## config.mk

```make
export PLATFORM = sky130hd
export DESIGN_NAME = pal_test_pattern_gen
export DESIGN_NICKNAME = d
export VERILOG_FILES = /design/src/rtl/pal_pattern_pkg.sv /design/src/rtl/pal_bar_index.sv /design/src/rtl/pal_test_pattern_gen.sv
export SDC_FILE = /design/constraint.sdc
export NUM_CORES = 1
export LEC_CHECK = 0
export ABC_AREA = 1
export CORE_ASPECT_RATIO = 0.8
export CORE_MARGIN = 3
export CORE_UTILIZATION = 31
export CTS_CLUSTER_SIZE = 40
export DETAILED_ROUTE_END_ITERATION = 8
export PLACE_DENSITY = 0.51
export SLEW_MARGIN = 10
export SYNTH_ARGS = -nofsm -noshare
export SYNTH_HDL_FRONTEND = slang
export SYNTH_SLANG_ARGS = --single-unit
```

## constraint.sdc

```tcl
create_clock -name palClock -period 6.6 [get_ports palClock]
set_input_delay 1.32 -clock palClock [delete_from_list [all_inputs] [get_ports palClock]]
set_output_delay 1.32 -clock palClock [all_outputs]
set_load 0.01 [all_outputs]
```

## src/rtl/pal_pattern_pkg.sv

```systemverilog
// pal_pattern_pkg: mode codes, bar colour tables and castellation/PLUGE colours for the PAL pattern source
package pal_pattern_pkg;
  typedef enum logic [2:0] {
    MODE_BARS75  = 3'd0,
    MODE_BARS100 = 3'd1,
    MODE_RAMP    = 3'd2,
    MODE_CHECKER = 3'd3,
    MODE_SCROLL  = 3'd4,
    MODE_FLAT    = 3'd5
  } mode_e;
  typedef enum logic [1:0] {REG_MAIN, REG_CAST, REG_PLUGE} region_e;
  typedef struct packed {
    logic signed [8:0] y;
    logic signed [8:0] u;
    logic signed [8:0] v;
  } yuv_t;
  localparam yuv_t BLACK    = '{9'sd0, 9'sd0, 9'sd0};
  localparam yuv_t MINUS_U  = '{9'sd0, -9'sd64, 9'sd0};
  localparam yuv_t PLUS_V   = '{9'sd0, 9'sd0, 9'sd64};
  localparam yuv_t WHITE100 = '{9'sd255, 9'sd0, 9'sd0};
  localparam yuv_t PLUGE_LO = '{-9'sd10, 9'sd0, 9'sd0};
  localparam yuv_t PLUGE_HI = '{9'sd10, 9'sd0, 9'sd0};
  // Entry 7 is padding so every 3-bit index is in range.
  localparam yuv_t BARS75 [8] = '{
    '{9'sd235, 9'sd0, 9'sd0},
    '{9'sd169, -9'sd83, 9'sd19},
    '{9'sd134, 9'sd28, -9'sd117},
    '{9'sd112, -9'sd55, -9'sd98},
    '{9'sd79, 9'sd55, 9'sd98},
    '{9'sd57, -9'sd28, 9'sd117},
    '{9'sd22, 9'sd83, -9'sd19},
    '{9'sd0, 9'sd0, 9'sd0}
  };
  localparam yuv_t BARS100 [8] = '{
    '{9'sd255, 9'sd0, 9'sd0},
    '{9'sd226, -9'sd111, 9'sd25},
    '{9'sd179, 9'sd37, -9'sd156},
    '{9'sd149, -9'sd74, -9'sd131},
    '{9'sd106, 9'sd74, 9'sd131},
    '{9'sd76, -9'sd37, 9'sd156},
    '{9'sd29, 9'sd111, -9'sd25},
    '{9'sd0, 9'sd0, 9'sd0}
  };
  function automatic yuv_t bar_colour(input logic full, input logic [2:0] idx);
    return full ? BARS100[idx] : BARS75[idx];
  endfunction
  // Castellations mirror the bars (blue, magenta, cyan, white) with black between them.
  function automatic yuv_t cast_colour(input logic full, input logic [2:0] idx);
    return idx[0] ? BLACK : bar_colour(full, 3'd6 - idx);
  endfunction
endpackage

```

## src/rtl/pal_bar_index.sv

```systemverilog
// pal_bar_index: registered bar index, active flag and active-relative pixel offset
module pal_bar_index #(
  parameter int POS_WIDTH = 10,
  parameter int H_START   = 77,
  parameter int BAR_WIDTH = 110
) (
  input  logic                        palClock,
  input  logic                        resetN,
  input  logic [POS_WIDTH-1:0]        hPos,
  input  logic [POS_WIDTH-1:0]        offset,
  input  logic                        wrapEn,
  output logic [2:0]                  idx,
  output logic                        active,
  output logic signed [POS_WIDTH:0]   x
);
  localparam int AW = 7 * BAR_WIDTH;
  logic signed [POS_WIDTH:0] xc;
  logic [POS_WIDTH:0] xs, xw;
  logic act_c;
  logic [2:0] idx_c;
  // Offset into active area, optional scroll wrap, and bar number; outside the field the edge bar repeats.
  always_comb begin
    xc = $signed({1'b0, hPos}) - $signed((POS_WIDTH+1)'(H_START));
    act_c = !xc[POS_WIDTH] && xc < $signed((POS_WIDTH+1)'(AW));
    xs = $unsigned(xc) + (wrapEn ? {1'b0, offset} : '0);
    xw = xs >= (POS_WIDTH+1)'(AW) ? xs - (POS_WIDTH+1)'(AW) : xs;
    idx_c = 3'd0;
    for (int k = 1; k < 7; k++) if (xw >= (POS_WIDTH+1)'(k * BAR_WIDTH)) idx_c = 3'(k);
    if (!act_c) idx_c = xc[POS_WIDTH] ? 3'd0 : 3'd6;
  end
  // Stage-1 register for the horizontal geometry.
  always_ff @(posedge palClock or negedge resetN) begin
    if (!resetN) begin
      idx <= 3'd0;
      active <= 1'b0;
      x <= '0;
    end else begin
      idx <= idx_c;
      active <= act_c;
      x <= xc;
    end
  end
endmodule

```

## src/rtl/pal_test_pattern_gen.sv

```systemverilog
// pal_test_pattern_gen: multi-mode PAL test-pattern source, 2-clock latency Y/U/V with aligned strobes
module pal_test_pattern_gen import pal_pattern_pkg::*; #(
  parameter int SAMPLE_WIDTH  = 9,
  parameter int POS_WIDTH     = 10,
  parameter int H_START       = 77,
  parameter int BAR_WIDTH     = 110,
  parameter int V_CAST_START  = 383,
  parameter int V_PLUGE_START = 440,
  parameter int SCROLL_STEP   = 2,
  parameter int CHECKER_LOG2  = 5,
  parameter int RAMP_GAIN     = 85
) (
  input  logic                           palClock,
  input  logic                           resetN,
  input  logic [POS_WIDTH-1:0]           hPos,
  input  logic [POS_WIDTH-1:0]           vPos,
  input  logic                           blank,
  input  logic                           sync,
  input  logic                           burst,
  input  logic                           linePhase,
  input  logic [2:0]                     mode,
  input  logic signed [8:0]              flatY,
  input  logic signed [8:0]              flatU,
  input  logic signed [8:0]              flatV,
  output logic signed [SAMPLE_WIDTH-1:0] y,
  output logic signed [SAMPLE_WIDTH-1:0] u,
  output logic signed [SAMPLE_WIDTH-1:0] v,
  output logic                           blankDelayed,
  output logic                           syncDelayed,
  output logic                           burstDelayed,
  output logic                           linePhaseDelayed,
  output logic [7:0]                     frameCount
);
  localparam int AW    = 7 * BAR_WIDTH;
  localparam int WIDE  = 5 * BAR_WIDTH / 4;
  localparam int THIRD = 3 * BAR_WIDTH / 9;
  localparam int PSTART = 5 * BAR_WIDTH;
  localparam int SH    = SAMPLE_WIDTH - 9;
  logic frame_start, wrap_en;
  logic [2:0] mode_q, mode_eff, s1_mode;
  logic [POS_WIDTH-1:0] offset, offset_inc, offset_eff;
  logic [POS_WIDTH:0] offset_sum;
  yuv_t flat_q, pluge, bar_c, c;
  region_e s1_region;
  logic s1_chk, s1_active, full;
  logic [3:0] s1_strb;
  logic [2:0] s1_idx;
  logic signed [POS_WIDTH:0] s1_x;
  logic [POS_WIDTH+7:0] prod;
  logic [POS_WIDTH-1:0] ramp;
  logic signed [8:0] ramp_y;
  int xi;
  assign frame_start = hPos == '0 && vPos == '0;
  assign mode_eff = frame_start ? mode : mode_q;
  assign offset_eff = frame_start ? offset_inc : offset;
  assign wrap_en = mode_eff == MODE_SCROLL && vPos < POS_WIDTH'(V_CAST_START);
  // Next scroll offset; offset stays below AW so one conditional subtract suffices.
  always_comb begin
    offset_sum = {1'b0, offset} + (POS_WIDTH+1)'(SCROLL_STEP);
    offset_inc = offset_sum >= (POS_WIDTH+1)'(AW) ? POS_WIDTH'(offset_sum - (POS_WIDTH+1)'(AW)) : offset_sum[POS_WIDTH-1:0];
  end
  // Frame-start state: mode, flat colour, scroll offset and frame counter change only here.
  always_ff @(posedge palClock or negedge resetN) begin
    if (!resetN) begin
      mode_q <= 3'd0;
      flat_q <= BLACK;
      offset <= '0;
      frameCount <= 8'd0;
    end else if (frame_start) begin
      mode_q <= mode;
      flat_q <= '{flatY, flatU, flatV};
      offset <= offset_inc;
      frameCount <= frameCount + 8'd1;
    end
  end
  pal_bar_index #(
    .POS_WIDTH(POS_WIDTH),
    .H_START  (H_START),
    .BAR_WIDTH(BAR_WIDTH)
  ) u_bar_index (
    .palClock(palClock),
    .resetN  (resetN),
    .hPos    (hPos),
    .offset  (offset_eff),
    .wrapEn  (wrap_en),
    .idx     (s1_idx),
    .active  (s1_active),
    .x       (s1_x)
  );
  // Stage 1: vertical region, checker phase, effective mode and strobes.
  always_ff @(posedge palClock or negedge resetN) begin
    if (!resetN) begin
      s1_mode <= 3'd0;
      s1_region <= REG_MAIN;
      s1_chk <= 1'b0;
      s1_strb <= 4'b1000;
    end else begin
      s1_mode <= mode_eff;
      s1_region <= vPos >= POS_WIDTH'(V_PLUGE_START) ? REG_PLUGE : vPos >= POS_WIDTH'(V_CAST_START) ? REG_CAST : REG_MAIN;
      s1_chk <= hPos[CHECKER_LOG2] ^ vPos[CHECKER_LOG2];
      s1_strb <= {blank, sync, burst, linePhase};
    end
  end
  // Stage-2 colour selection from the stage-1 geometry.
  always_comb begin
    xi = int'(s1_x);
    prod = (POS_WIDTH+8)'(s1_x[POS_WIDTH-1:0]) * (POS_WIDTH+8)'(RAMP_GAIN);
    ramp = POS_WIDTH'(prod >> 8);
    ramp_y = s1_x[POS_WIDTH] ? 9'sd0 : ramp > POS_WIDTH'(255) ? 9'sd255 : $signed({1'b0, ramp[7:0]});
    full = s1_mode == MODE_BARS100;
    pluge = xi < WIDE ? MINUS_U : xi < 2*WIDE ? WHITE100 : xi < 3*WIDE ? PLUS_V : xi < PSTART ? BLACK :
            xi < PSTART+THIRD ? PLUGE_LO : xi < PSTART+2*THIRD ? BLACK : xi < 6*BAR_WIDTH ? PLUGE_HI : BLACK;
    bar_c = s1_active && s1_region == REG_PLUGE ? pluge :
            s1_active && s1_region == REG_CAST ? cast_colour(full, s1_idx) : bar_colour(full, s1_idx);
    c = BLACK;
    case (s1_mode)
      MODE_BARS75, MODE_BARS100, MODE_SCROLL: c = bar_c;
      MODE_RAMP:    c.y = ramp_y;
      MODE_CHECKER: c.y = s1_chk ? 9'sd235 : 9'sd0;
      MODE_FLAT:    c = flat_q;
      default:      c = BLACK;
    endcase
  end
  // Stage 2: scaled component outputs and strobes aligned with them.
  always_ff @(posedge palClock or negedge resetN) begin
    if (!resetN) begin
      y <= '0;
      u <= '0;
      v <= '0;
      {blankDelayed, syncDelayed, burstDelayed, linePhaseDelayed} <= 4'b1000;
    end else begin
      y <= SAMPLE_WIDTH'(c.y) <<< SH;
      u <= SAMPLE_WIDTH'(c.u) <<< SH;
      v <= SAMPLE_WIDTH'(c.v) <<< SH;
      {blankDelayed, syncDelayed, burstDelayed, linePhaseDelayed} <= s1_strb;
    end
  end
endmodule

```

======== Word-level counts from Yosys, hierarchy flattened ========
Memories as Yosys holds them, arrays and structs flattened.
Index checks and enable logic that the tools add are counted.
W data, S select, Z words.
cells by class
  multiplexer cells ....................... 40
  $add $sub $neg .......................... 7
  $lt $le $gt $ge ......................... 22
  reduce and logical (&&, ||, !) cells .... 10
  multiply operators ...................... 1
  equality and inequality tests ........... 8
  bitwise gates (word level) .............. 3
operator list
  kind                      count
  $mux W27                  18
  $lt A11 B11 Y1 const B    5
  $ge A11 B10 Y1 const B    4
  $mux W22                  2
  $pmux W18 S2              1
  $pmux W9 S4               1
  $mux W10                  3
  $mux W3                   8
  $mux W8                   3
  $ge A11 B9 Y1 const B     2
  $lt A11 B10 Y1 const B    2
  $ge A10 B9 Y1 const B     2
  $logic_not A10 Y1         2
  $mul A10 B7 Y17 const B   1
  $add A10 B2 Y11 const B   1
  $add A11 B11 Y11          1
  $ge A11 B7 Y1 const B     1
  $ge A11 B8 Y1 const B     1
  $lt A11 B9 Y1 const B     1
  $mux W11                  1
  $sub A10 B7 Y11 const B   1
  $sub A11 B10 Y11 const B  1
  $lt A10 B9 Y1 const B     1
  $sub A10 B10 Y10 const B  1
  17 further kinds          27
word-level totals
  logic and storage cells ................. 114
  output and inout port bits .............. 39
  memory bits (read-only) ................. 864
  flip-flop bits (word level) ............. 101
  memories ................................ 4
  input bits .............................. 56
memory list
  memory            depth  bits a word  rd ports  clocked after memory_dff  wr ports  RTL line               source
  (name not given)  8      27           1         0                         0         pal_pattern_pkg.sv:45  return full ? BARS100[idx] : BARS75[idx];
  (name not given)  8      27           1         0                         0         pal_pattern_pkg.sv:45
  (name not given)  8      27           1         0                         0         pal_pattern_pkg.sv:45
  (name not given)  8      27           1         0                         0         pal_pattern_pkg.sv:45

======== Logic depth before layout (Yosys ltp) ========
  depth after elaboration ................. 17
  gate-level depth with buffers ........... 38
  gate-level depth less buffers ........... 37

======== By module ========
From an unflattened synthesis, not the netlist that was laid out.
second synthesis, totals
  cell total of the unflattened synthesis .. 1224
  area, all modules ....................... 8491.9 um2
modules (own cells, without submodules)
  module                area an instance (um2)  sequential area each (um2)  instances  cells each
  pal_test_pattern_gen  6501.2                  2129.5                      1          914
  pal_bar_index         1990.7                  375.4                       1          310

======== Worst setup path before layout ========
OpenSTA, ideal clock, no wires.
  path kind ............................... input -> register
  start ................................... in hPos[0]
  end ..................................... reg u_bar_index.idx[1]
  stages .................................. 28
  path slack .............................. 1455 ps
  path buffers ............................ 1
  setup time .............................. 123 ps
  data required time ...................... 6477 ps
  arrival time ............................ 5023 ps
  cells stage by stage .................... inv_1 ha_1 nand3_1 nor4_1 nand3_1 o21ai_0 inv_1 nor2_1 nand3_1 a21oi_1 ha_1 inv_1 fa_1 ha_1 nand4_1 nor2_2 nand3_2 nand2_2 buf_4 nand3_1 nand2_2 inv_1 o21ai_0 nand2_1 nand3_1 nand2_1 nor2_1 a21oi_1
on the way
  word-level cells in the longest chain between the ends .. 16
  elaborated cells on any way between the ends .. 27
  those cells by class .................... add/sub: 3; order compare: 7; eq/ne: 1; mux: 11; reduce/logical: 5
ends and longest elaborated chain
  item                                                       RTL line                    source
  from (decl)                                                pal_test_pattern_gen.sv:15  input logic [POS_WIDTH-1:0] hPos,
  $logic_not A10 Y1 (*)                                      pal_test_pattern_gen.sv:53  assign frame_start = hPos == '0 && vPos == '0;
  $logic_and A1 B1 Y1 (*)                                    pal_test_pattern_gen.sv:53
  $mux W3 (*)                                                -
  net mode_eff[0]                                            pal_test_pattern_gen.sv:40  logic [2:0] mode_q, mode_eff, s1_mode;
  $eq A3 B3 Y1 (*)                                           pal_test_pattern_gen.sv:56  assign wrap_en = mode_eff == MODE_SCROLL && vPos < POS_WIDTH'(V_CAST_START);
  $logic_and A1 B1 Y1 (*)                                    pal_test_pattern_gen.sv:56
  $mux W10 (*)                                               pal_bar_index.sv:25         xs = $unsigned(xc) + (wrapEn ? {1'b0, offset} : '0);
  $add A11 B11 Y11 (*)                                       pal_bar_index.sv:25
  $sub A11 B10 Y11 / $ge A11 B10 Y1 (equally long branches)  pal_bar_index.sv:26         xw = xs >= (POS_WIDTH+1)'(AW) ? xs - (POS_WIDTH+1)'(AW) : xs;
  $mux W11 (*)                                               pal_bar_index.sv:26
  $ge A11 B8 Y1                                              pal_bar_index.sv:28         for (int k = 1; k < 7; k++) if (xw >= (POS_WIDTH+1)'(k * BAR_WIDTH)) idx_c = 3'(k);
  $mux W3 (4 in series)                                      pal_bar_index.sv:28
  $mux W3 (*)                                                pal_bar_index.sv:28
  $mux W3 (*)                                                pal_bar_index.sv:29         if (!act_c) idx_c = xc[POS_WIDTH] ? 3'd0 : 3'd6;
  net u_bar_index.idx_c[1]                                   pal_bar_index.sv:20         logic [2:0] idx_c;
  to (signal assigned)                                       pal_bar_index.sv:38         idx <= idx_c;
  to (decl)                                                  pal_bar_index.sv:12         output logic [2:0] idx,
The timed path passes the listed nets; every way through them passes the cells marked *.
A chain may end at the register's enable or synchronous reset.

======== Final worst setup path ========
  start ................................... in hPos[0]
  end ..................................... reg u_bar_index.idx[0]
on the way
  elaborated cells on any way between the ends .. 28
  those cells by class .................... add/sub: 3; order compare: 8; eq/ne: 1; mux: 11; reduce/logical: 5
RTL lines
  item                                                       RTL line             source
  $sub A10 B7 Y11 (*)                                        pal_bar_index.sv:23  xc = $signed({1'b0, hPos}) - $signed((POS_WIDTH+1)'(H_START));
  net u_bar_index.xc[0]                                      pal_bar_index.sv:17  logic signed [POS_WIDTH:0] xc;
  $add A11 B11 Y11                                           pal_bar_index.sv:25
  $sub A11 B10 Y11 / $ge A11 B10 Y1 (equally long branches)  pal_bar_index.sv:26
  $mux W11                                                   pal_bar_index.sv:26
  $ge A11 B7 Y1                                              pal_bar_index.sv:28
  $mux W1                                                    pal_bar_index.sv:28
  $mux W3 (5 in series)                                      pal_bar_index.sv:28
  $mux W3 (*)                                                pal_bar_index.sv:29
  net u_bar_index.idx_c[0]                                   pal_bar_index.sv:20
Marks and branches as above.

==> metrics.csv <==
stage,metric,value,unit
worst_setup_path,rr_endpoint,u_bar_index.idx[0]$_DFF_PN0_,
grt,grt_start_max_net_pins,58,
worst_setup_path,path_max_fanout,13,
worst_hold_path,min_from,s1_strb[1]$_DFF_PN0_,
timing,fin_skew,0.00858,ns
worst_setup_path,start_kind,primary input,
worst_setup_path,r2r_slack,1.25,ns
floorplan,dieArea,27800,um^2
timing,maxSlewHeadroom,32.0,%
synth,synth_top_area_share,30.7,%
routing,top_layer,met4,
routing,wl_per_cell,15.0,um
final_layout,fin_util,39.0,%
routing,wl_met2,9830,um
synth,synth_enable_flop_cells,0,
synth,yosys.area_share.xor_xnor,3.72,%
synth,synth_compound_area_share,11.6,%
synth,synthCells,1126,
clock_network,cts_tree,done,
placed_design,place_congestion,0.951,
synth,muxShareOfSynthArea,0.125,%
synth,ys_types,50,
synth,synthArstFlopShare,100,%
clock_network,cts-root-buf,clkbuf_16,
floorplan,start_util,32.2,%
placed_design,post-place-ws,0.0113,ns
worst_setup_path,cp_slowest_cell,fa_1,
final_layout,nFillCells,2614,
routing,wl_met1,11900,um
power_and_ir_drop,power_density,234,nW/um^2
grt,grt_pass1_wl,37600,um
worst_setup_path,slowest_delay,0.64,ns
synth,synthTopCellsByArea,"dfrtp_1, nand2_1, ha_1",
power_and_ir_drop,power.total,2.26,mW
routing,wl_met3,1220,um
clock_network,cts_made_buffers,9,
grt,grt_usage,17.0,%
timing,fmax,164,MHz
timing,finalHoldViolations,0,
grt,grt-ovfl-total,0,
grt,antenna_found_initial,1,
floorplan,num_rows,51,
worst_setup_path,critPathArrivalTime,6.35,ns
timing,slew_violations,0,
synth,synth_top_family_by_area,simple AND/OR/NAND/NOR gates,
final_layout,seqCellArea,2500,um^2
worst_hold_path,min_path_cells,0,
worst_setup_path,ff2ff_path_depth,30,
timing,period_needed,6.12,ns
timing,rsz0062_at_grt,no,
timing,fin_setup_tns,0,ns
clock_network,cts_setup_buffers,0,
timing,tightest_slew,1.01,ns
final_layout,final_layout_size_suffix_gt1_share,5.55,%
grt,first_global_vias,7157,
clock_network,htree_levels,3,
clock_network,clk_pin_slew,0.06,ns
routing,wl,23200,um
timing,setup_ws,0.485,ns
timing,setup-violations-final,0,
clock_network,max-clock-path-buffers,2,
worst_setup_path,end_kind,flop,
final_layout,multi_input_area,4760,um^2
floorplan,io_pins,95,
synth,synth_area,8000,um^2
worst_hold_path,hp-class,reg -> reg,
worst_setup_path,crit_required,6.84,ns
worst_setup_path,rr_startpoint,offset[1]$_DFF_PN0_,
clock_network,insertion_delay,0.35,ns
timing,post-route-period-util,92.7,%
job,maxCapViolations,0,
worst_setup_path,worstSetupPathType,in -> reg,
floorplan,coreArea,24800,um^2
power_and_ir_drop,ir_worst_vdd,118,uV
final_layout,area_growth,20.9,%
routing,drc,0,
synth,synth_fa_ha_area_share,13.3,%
synth,avgSynthCellArea,7.10,um^2
routing,num_vias,7518,
synth,synth-seq-cells,100,
synth,synthSimpleGateAreaFrac,30.5,%
clock_network,cts_sinks,100,
floorplan,die_height,150,um
power_and_ir_drop,p_leak,4.98,nW
floorplan,die_x,186,um
routing,drt_iter0_drc,429,
worst_hold_path,hold_end,burstDelayed$_DFF_PN0_,
synth,synth_area_leader_cell,dfrtp_1,
placed_design,portBuffers,94,
routing,first_pass_iters,5,
synth,ys_warn_count,0,
final_layout,nets,1354,
synth,synth_flop_cell,dfrtp_1,
synth,syn_nets,1259,
routing,antenna_left,0,
status,outcome,completed,
placed_design,dpl.hpwl,18600,um
routing,vias_per_cell,4.87,
synth,synth-seq-area-share,31.3,%
per-layer routing:
metal / vias up / track usage (%)
li1: 3838 / -
met1: 3469 / 26.0
met2: 196 / 25.1
met3: 15 / 2.72
met4: 0 / 3.91
met5: - / 0
Yosys cell counts (3+ instances only):
| cell | n |
|---|---|
| nor3_1 | 18 |
| xor2_1 | 28 |
| o31ai_1 | 4 |
| a211oi_1 | 5 |
| xnor2_1 | 6 |
| a22o_1 | 3 |
| nand3_1 | 74 |
| or2_2 | 3 |
| o21bai_1 | 5 |
| a31oi_1 | 6 |
| nor2_2 | 4 |
| o211ai_1 | 3 |
| a21oi_1 | 42 |
| o21ai_0 | 62 |
| nand4_1 | 19 |
| nor4_1 | 7 |
| o311ai_0 | 3 |
| fa_1 | 13 |
| nand3b_1 | 6 |
| nand2_2 | 9 |
| inv_2 | 5 |
| nor2_1 | 93 |
| nand2_4 | 4 |
| nand2_1 | 313 |
| a32oi_1 | 3 |
| ha_1 | 64 |
| dfrtp_1 | 98 |
| a32o_1 | 4 |
| clkbuf_1 | 20 |
| inv_1 | 169 |
| nand3_2 | 4 |
sequential cells by signal, summed over array words and instances, names as in the netlist, 2 cells and up:
signal,count
u,9
s1_mode,3
u_bar_index.idx,3
s1_strb,4
offset,9
frameCount,8
s1_region,2
flat_q,27
y,9
v,9
u_bar_index.x,11
worst max path at each step:
stage / cells past startpoint / slack [ns] / end / from
floorplan: 28 / 1.45 / u_bar_index.idx[1]$_DFF_PN0_ / hPos[0]
global placement: 29 / 0.06 / u_bar_index.idx[0]$_DFF_PN0_ / hPos[0]
detailed placement: 29 / 0.01 / u_bar_index.idx[0]$_DFF_PN0_ / hPos[0]
CTS: 29 / 0.36 / u_bar_index.idx[0]$_DFF_PN0_ / hPos[0]
global route: 29 / 0.002 / u_bar_index.idx[0]$_DFF_PN0_ / hPos[0]
finish: 29 / 0.48 / u_bar_index.idx[0]$_DFF_PN0_ / hPos[0]
area by class of cell:
cell class              count  share of cell area, %
clock inverters             5                  0.879
inverters                 174                   6.75
repair buffers            107                   10.7
flip-flops and latches    100                   25.9
diodes                      1                 0.0259
multi-input cells         829                   49.2
well taps                 318                   4.11
clock buffers              11                   2.41
kinds of logic (layout without fill, tap and decap cells):
kind of cell               count (synthesis)  count (layout)
AOI/OAI and AO/OA                        156             156
xor gates and xnor gates                  34              34
adders and majority gates                 77              77
buffers and inverters                    197             297
DFF                                      100             100
muxes                                      1               1
other                                      0               1
and+or+nand+nor                          561             561
stage by stage:
step / hold WS (ns) / std cells / instance area, um^2
floorplan: 0.331 / 1126 / 8000
global placement: 0.336 / 1528 / 9330
detailed placement: 0.335 / 1528 / 9330
CTS: 0.351 / 1544 / 9650
global route: 0.356 / 1545 / 9670
finish: 0.349 / 1545 / 9670
layout by cell type (no fill, tap or decap), drive strengths merged, types with 7 or more instances in the layout:
cell           count
nand2            326
inv              175
nor2              99
dfrtp             98
clkdlybuf4s50     93
nand3             78
ha                64
o21ai             63
a21oi             43
xor2              28
nor3              20
nand4             19
buf               14
fa                13
clkbuf            11
nor4               7
worst max-delay path, delay by kind of cell:
family / cells / cell delay (ns)
simple gates: 17 / 2.50
compound gates: 3 / 0.41
buf+inv: 6 / 1.07
fa+ha+maj: 3 / 1.08
power by group:
part           total [mW]  internal, mW  switching, mW  leakage (nW)
registers           0.662         0.629         0.0337          1.30
logic                1.03         0.379          0.653          3.53
clock network       0.569         0.335          0.235         0.150
total                2.26          1.34          0.921          4.98
what timing repair did:
action | CTS | global route
resized for setup | 0 | 3
setup endpoints to repair | 0 | 3
hold buffers | 0 | 0
No activity file was read; power rests on OpenSTA's default activity.
==> variant (same settings) <==
Make the reset (`resetN`) synchronous in 4 clocked blocks.
--- a/src/rtl/pal_bar_index.sv
+++ b/src/rtl/pal_bar_index.sv
@@ -30,5 +30,5 @@
   end
   // Stage-1 register for the horizontal geometry.
-  always_ff @(posedge palClock or negedge resetN) begin
+  always_ff @(posedge palClock) begin
     if (!resetN) begin
       idx <= 3'd0;
--- a/src/rtl/pal_test_pattern_gen.sv
+++ b/src/rtl/pal_test_pattern_gen.sv
@@ -61,5 +61,5 @@
   end
   // Frame-start state: mode, flat colour, scroll offset and frame counter change only here.
-  always_ff @(posedge palClock or negedge resetN) begin
+  always_ff @(posedge palClock) begin
     if (!resetN) begin
       mode_q <= 3'd0;
@@ -89,5 +89,5 @@
   );
   // Stage 1: vertical region, checker phase, effective mode and strobes.
-  always_ff @(posedge palClock or negedge resetN) begin
+  always_ff @(posedge palClock) begin
     if (!resetN) begin
       s1_mode <= 3'd0;
@@ -123,5 +123,5 @@
   end
   // Stage 2: scaled component outputs and strobes aligned with them.
-  always_ff @(posedge palClock or negedge resetN) begin
+  always_ff @(posedge palClock) begin
     if (!resetN) begin
       y <= '0;
Check against the original RTL: differs if resetN is asserted again (counterexample within 4 cycles, from zero or initial values and one cycle with resetN low); with resetN held inactive, the same outputs for 10 cycles.
==> variant against the unedited design <==
- sequential share of layout area decreased by 4.5 points
- area after synthesis down 3.5%
- combinational power fell by 27%
- routed wire length up 2.4%
- total power is 12% lower
- setup slack improved by 330 ps
- sequential cell count unchanged
- final area decreased by 3.4%
- highest routed layer unchanged
==> variant: results (changes against the unedited design) <==
\begin{tabular}{lr}
\hline
Metric & Value \\
\hline
\multicolumn{2}{l}{\textbf{Finish}} \\
\# diodes & 0 (-1) \\
Fraction of final layout cells sized beyond drive strength 1 & 0.0564 (+0.000974) \\
Number of nets in the layout & 1387 (+2.4\%) \\
Filler Cell Count & 2646 (+1.2\%) \\
\multicolumn{2}{l}{\textbf{Logic synthesis}} \\
Number of distinct library cells after synthesis & 55 (+10\%) \\
Xor/xnor share of the synthesized area & 0.0361 (-0.00110) \\
Net count after synthesis & 1299 (+3.2\%) \\
Fraction of registers with async set or reset after synthesis & 0 (-1.00) \\
Avg Cell Area, Syn & 6.63 um\^{}2 (-6.7\%) \\
Synthesized-area fraction occupied by adder cells & 0.139 (+0.00637) \\
Compound-gate portion of the synthesized area & 0.164 (+0.0481) \\
Multiplexer fraction of the synthesized cell area & 0.00518 (+0.00393) \\
\multicolumn{2}{l}{\textbf{Timing}} \\
Worst setup skew after layout & 10.7 ps (+2.15 ps) \\
\multicolumn{2}{l}{\textbf{GRT}} \\
Global-route wire length before repair & 38.5 mm (+2.3\%) \\
Largest net degree at the start of global routing & 51 (-12\%) \\
Vias in the first global route & 7239 (+1.1\%) \\
Met3 global-route usage & 0.0297 (+0.00249) \\
\multicolumn{2}{l}{\textbf{Power}} \\
Static Leak & 4.39 nW (-12\%) \\
Combinational Power & 0.757 mW (-27\%) \\
Fraction of power spent switching nets & 0.375 (-0.0318) \\
\multicolumn{2}{l}{\textbf{Drt}} \\
Initial drt markers & 503 (+17\%) \\
Post-detailed-route wirelength per cell & 15.1 um (+0.36\%) \\
\multicolumn{2}{l}{\textbf{Worst setup path}} \\
WP data arrival & 6030 ps (-320 ps) \\
Path depth of the worst reg2reg path & 32 (+6.7\%) \\
Startpoint of the worst-slack reg-to-reg timing path & offset[1] \\
Worst path max stage delay & 610 ps (-30 ps) \\
Worst flop-to-flop path endpoint & u\_bar\_index.idx[2] \\
\multicolumn{2}{l}{\textbf{Outcome}} \\
Result of the run & completed \\
\hline
\end{tabular}
## variant: final cells by class
class / instances / area [um^2] / share of cell area
clock inverter: 7 / 93.8 / 0.0100
timing repair buffer: 104 / 1020 / 0.109
inverter: 196 / 736 / 0.0787
tap: 318 / 398 / 0.0426
multi-input combinational: 842 / 4880 / 0.522
clock buffer: 9 / 225 / 0.0241
sequential: 100 / 2000 / 0.214
## variant: worst max-delay path by stage
stage | from | to | slack, ps
floorplan | hPos[0] | u_bar_index.idx[2] | 1230
global placement | hPos[0] | u_bar_index.idx[2] | 600
detailed placement | hPos[0] | u_bar_index.idx[2] | 440
CTS | hPos[0] | u_bar_index.idx[2] | 790
global route | hPos[0] | u_bar_index.idx[0] | 310
finish | hPos[0] | u_bar_index.idx[2] | 810
## variant: critical path, delay by kind of cell
family | cells | cell delay (ps)
adder cells (fa/ha/maj) | 4 | 1240
AND/OR/NAND/NOR | 18 | 2270
buffers and inverters | 5 | 900
AO/OA/AOI/OAI | 3 | 290
